### config.mk
export PLATFORM = sky130hd
export DESIGN_NAME = seek_z_mul
export DESIGN_NICKNAME = d
export VERILOG_FILES = /design/src/rtl/seek_z_mul_pkg.sv /design/src/rtl/seek_z_mul.sv
export SDC_FILE = /design/constraint.sdc
export NUM_CORES = 1
export LEC_CHECK = 0
export CAP_MARGIN = 0
export CORE_ASPECT_RATIO = 1.25
export CORE_MARGIN = 3
export CORE_UTILIZATION = 52
export DETAILED_ROUTE_END_ITERATION = 10
export GPL_ROUTABILITY_DRIVEN = 1
export PLACE_DENSITY = 0.77
export SLEW_MARGIN = 20
export SYNTH_ARGS = -nofsm -noshare
export SYNTH_HDL_FRONTEND = slang
export SYNTH_SLANG_ARGS = --single-unit
### constraint.sdc
create_clock -name clk -period 3.5 [get_ports clk]
set_input_delay 0.7 -clock clk [delete_from_list [all_inputs] [get_ports clk]]
set_output_delay 0.7 -clock clk [all_outputs]
set_load 0.01 [all_outputs]
### src/rtl/seek_z_mul_pkg.sv
// Shared definitions for the seek_z_mul multiplier stage.
//
// Holds the default base data width and the FSM state encoding so that
// neighbouring seek_* stages can agree on both.
package seek_z_mul_pkg;

    // Base data width; operands are DW+1 bits, the product 2*DW+2 bits.
    localparam int DATAWIDTH = 16;

    // Width of the shift-add step counter (covers up to 32 steps).
    localparam int CNT_W = 5;

    typedef enum logic [1:0] {
        ST_IDLE = 2'd0,
        ST_RUN  = 2'd1,
        ST_DONE = 2'd2
    } state_e;

endpackage : seek_z_mul_pkg

### src/rtl/seek_z_mul.sv
// seek_z_mul -- sequential radix-2 shift-add unsigned multiplier.
//
// A request on en in IDLE latches a and b, then DW+1 shift-add steps run
// (one per clock) and the exact product is presented on z together with a
// one-cycle rdy pulse. z holds its value until the next completion.
//
// Ports:
//   clk   in   1        single clock, rising edge
//   rst   in   1        synchronous, active-high reset
//   en    in   1        start request, sampled only in IDLE
//   a     in   DW+1     unsigned multiplicand
//   b     in   DW+1     unsigned multiplier
//   z     out  2*DW+2   registered product a*b
//   rdy   out  1        registered one-cycle pulse marking z valid
//   busy  out  1        high from the cycle after acceptance through DONE
module seek_z_mul
    import seek_z_mul_pkg::*;
#(
    parameter int DW = DATAWIDTH
) (
    input  logic              clk,
    input  logic              rst,
    input  logic              en,
    input  logic [DW:0]       a,
    input  logic [DW:0]       b,
    output logic [2*DW+1:0]   z,
    output logic              rdy,
    output logic              busy
);

    localparam int ZW = 2 * DW + 2;

    // Index of the final step; RUN covers steps 0..DW (DW+1 edges).
    localparam logic [CNT_W-1:0] LAST_STEP = CNT_W'(DW);

    state_e             state_q, state_d;
    logic [DW:0]        a_q, a_d;
    logic [DW:0]        b_q, b_d;
    logic [ZW-1:0]      acc_q, acc_d;
    logic [CNT_W-1:0]   cnt_q, cnt_d;
    logic [ZW-1:0]      z_q, z_d;
    logic               rdy_q, rdy_d;
    logic               busy_q, busy_d;

    // Partial product for the current step: the multiplicand shifted to the
    // weight of the multiplier bit currently sitting in b_q[0].
    logic [ZW-1:0]      addend;
    logic [ZW-1:0]      step_sum;

    always_comb begin
        addend   = b_q[0] ? (ZW'(a_q) << cnt_q) : '0;
        step_sum = acc_q + addend;
    end

    // NOTE: every variable written here gets a default first, so no path
    // leaves one unassigned and no latch is inferred.
    always_comb begin
        state_d = state_q;
        a_d     = a_q;
        b_d     = b_q;
        acc_d   = acc_q;
        cnt_d   = cnt_q;
        z_d     = z_q;
        rdy_d   = 1'b0;
        busy_d  = busy_q;

        unique case (state_q)
            ST_IDLE: begin
                busy_d = 1'b0;
                if (en) begin
                    a_d     = a;
                    b_d     = b;
                    acc_d   = '0;
                    cnt_d   = '0;
                    busy_d  = 1'b1;
                    state_d = ST_RUN;
                end
            end

            ST_RUN: begin
                acc_d = step_sum;
                b_d   = b_q >> 1;
                cnt_d = cnt_q + CNT_W'(1);
                // The last step publishes its own sum directly so the
                // product appears on the same edge that completes it.
                if (cnt_q == LAST_STEP) begin
                    z_d     = step_sum;
                    rdy_d   = 1'b1;
                    state_d = ST_DONE;
                end
            end

            ST_DONE: begin
                busy_d  = 1'b0;
                state_d = ST_IDLE;
            end

            default: begin
                busy_d  = 1'b0;
                state_d = ST_IDLE;
            end
        endcase
    end

    // NOTE: non-blocking assignments for all state so every flop samples
    // the pre-edge values regardless of statement order.
    // NOTE: the operand and accumulator registers are reset too, so an
    // aborted operation leaves no stale data behind.
    always_ff @(posedge clk) begin
        if (rst) begin
            state_q <= ST_IDLE;
            a_q     <= '0;
            b_q     <= '0;
            acc_q   <= '0;
            cnt_q   <= '0;
            z_q     <= '0;
            rdy_q   <= 1'b0;
            busy_q  <= 1'b0;
        end else begin
            state_q <= state_d;
            a_q     <= a_d;
            b_q     <= b_d;
            acc_q   <= acc_d;
            cnt_q   <= cnt_d;
            z_q     <= z_d;
            rdy_q   <= rdy_d;
            busy_q  <= busy_d;
        end
    end

    assign z    = z_q;
    assign rdy  = rdy_q;
    assign busy = busy_q;

endmodule : seek_z_mul
==> metrics.cfg <==
[yosys]
synthDistinctLibCells=63
synth_top_family_by_area=simple AND/OR/NAND/NOR gates
syn_inst=930
synth.cell_area_um2=7000
yosysWarnings=0
synthArstFlopShare=0
synthMuxAreaShare=0.0552
synth_area_per_cell_um2=7.52
syn-num-nets=1003
synth-simple-area-share=0.239
synthFlopType=dfxtp_1
synth-edff-count=0
seq_area_frac_synth=0.318
synth-xor-area-share=0.0399
synth-compound-area-share=0.238
ys_ff_latch=111
synth_adder_area_share=0.0654

[sta]
setup_slack_ns=-0.373
relSlewSlack=0.465
drv_slew=0
skew_ns=0.0100
hold_violations=0
period_needed_ns=3.87
min_period_over_period=1.11
worst_pin_slew_ns=0.801
finalSetupViolations=33
fmax_ghz=0.258
rsz0062_at_grt=true
fin_tns_setup_ns=-6.77

[worst_setup_path]
crit_path_max_fanout=7
crit_type=register to register
cp.arrival_ns=4.16
endpoint_kind=register
crit_required_ns=3.79
start_kind=register

[route]
drtIter0Drc=648
dr_total_vias=8094
wl_per_cell_um=19.0
vias_per_cell=6.17
antenna_left=0
drt_wl_total_um=25000
drt_first_pass_iters=5
drc=0

[grt]
antenna_found_initial=0
grtUsageTotal=0.294
grt.met2_usage=0.494
grt_pass1_vias=7217
grt_pass1_wl_um=34800
busiest_layer=met2
grt_max_degree=62
gr-total-overflow=0
grtUsageMet3=0.0529
grt_use_met1=0.358

[run_status]
status=finished with violations
violations=setup timing

[floorplanning]
core-area_um2=12900
rows=46
io_pins=73
die_h_um=136
die_area_um2=14900
initial_core_util=0.540
die_w_um=110

[clock_tree]
h-tree-depth=3
clk_pin_slew_ns=0.08
cts.sinks=111
root_buffer=clkbuf_16
cts_tree=built
clk_latency_ns=0.37
cts_buffers=9
cts.path.max_buffers=2

[power_and_ir_drop]
p_leak_nw=4.28
p_per_area_nw_per_um2=285
peakVddDrop_v=0.000275
p_total_mw=2.97

[place]
pre_cts_ws_ns=-0.466
placedInstanceArea_um2=8870
io_buffers=72
globalplace.congestion=0.981
dp_hpwl_um=14900
dp_cells=1258

[finish]
layout_commonest_cell=buf_4
area_growth_pct=49.4
stdcell_area_um2=10500
fillers=827
drive_gt1_frac=0.340
final_cell_count_no_fill=1311
mostFrequentLayoutCells=178 x buf_4, 172 x nand2_1, 110 x dfxtp_1
diodes=0
finalNetCount=1211

[job]
cap_violations=0

[hold_path]
hold_path_class=register to register

-- power by group --
group          total, mW  switching [mW]  internal [mW]
Clock               1.14           0.557          0.581
Combinational      0.515           0.274          0.241
Sequential          1.32          0.0230           1.30
Total               2.97           0.854           2.12
-- flip-flops by register name (all words and copies together), names as in the netlist --
signal   flops
a_q         17
acc_q       34
b_q         17
busy         1
cnt_q        5
rdy          1
state_q      2
z           34
-- worst max-delay path, cell delays in order, from the launching register on --
cell and delay [ns]:
dfxtp_4 0.36, buf_12 0.13, mux2_4 0.30, mux4_2 0.53
or2b_1 0.20, o21ai_2 0.09, nor2b_4 0.15, ha_4 0.33
nand2_2 0.08, buf_4 0.14, a2111o_1 0.39, and2_2 0.27
o41ai_4 0.26, xor2_1 0.27, nand2_1 0.11, a21oi_1 0.18
-- synthesized netlist by cell type, drive strengths merged, types with 4 or more instances --
library cell / instances / area share
a211oi: 8 / 0.0086
xor2: 12 / 0.015
mux2: 12 / 0.021
clkbuf: 53 / 0.028
a311oi: 18 / 0.024
a31oi: 8 / 0.0072
a22o: 12 / 0.015
a22oi: 6 / 0.0064
buf: 15 / 0.0098
nor3b: 4 / 0.0043
o21ai: 41 / 0.029
dfxtp: 111 / 0.32
nand2: 187 / 0.10
a21o: 22 / 0.024
ha: 35 / 0.063
nand2b: 5 / 0.0045
nor2: 81 / 0.045
and2: 11 / 0.0098
xnor2: 19 / 0.025
and4: 5 / 0.0063
mux2i: 16 / 0.025
or3: 5 / 0.0045
inv: 11 / 0.0059
nor3: 17 / 0.012
o22ai: 12 / 0.011
a21oi: 107 / 0.077
o31ai: 6 / 0.0064
nor2b: 16 / 0.014
o21a: 7 / 0.0075
nand3: 29 / 0.021
-- cell families (layout without fill, tap and decap cells) --
logic type	Yosys count	in the layout
AND/OR/NAND/NOR	377	377
AO/OA/AOI/OAI	264	264
flip-flops	111	111
buffers and inverters	80	293
adder cells (fa/ha/maj)	36	36
XOR/XNOR	31	31
multiplexers	31	31
-- metrics by stage --
stage	hold WS, ns	utilization
5_1_grt	0.476	0.807
6_report	0.457	0.807
3_5_place_dp	0.449	0.685
2_1_floorplan	0.432	-
3_3_place_gp	0.442	0.685
4_1_cts	0.460	0.759
-- repair_timing --
action / CTS / global route
pin swaps: 70 / 56
buffers inserted: 26 / 14
resized for setup: 109 / 111
setup endpoints to repair: 42 / 46
gates cloned: 0 / 0
hold buffers: 0 / 0
-- routing by layer --
| layer | part of all wire | up-vias |
|---|---|---|
| met5 | 0 | - |
| met4 | 0.064 | 0 |
| met1 | 0.37 | 3783 |
| met2 | 0.49 | 451 |
| li1 | - | 3704 |
| met3 | 0.078 | 156 |
-- worst paths after layout --
kind	start	to	slack [ns]	cells after the start
setup / recovery	cnt_q[1]$_SDFFE_PP0P_	z[24]$_SDFFE_PP0P_	-0.37	15
hold / removal	z[8]$_SDFFE_PP0P_	z[8]$_SDFFE_PP0P_	0.46	2
setup reg to reg	cnt_q[1]$_SDFFE_PP0P_	z[24]$_SDFFE_PP0P_	-0.37	15
hold reg to reg	z[8]$_SDFFE_PP0P_	z[8]$_SDFFE_PP0P_	0.46	2
-- layout make-up --
cell class	instances	area [µm²]	share of cell area
multi-input cells	739	5420	0.518
repair buffers	265	2230	0.213
flip-flops and latches	111	2230	0.213
clock buffers	9	225	0.0215
well taps	168	210	0.0201
clock inverters	7	100	0.00958
inverters	12	45.0	0.00431
No activity file was read; power rests on OpenSTA's default activity.
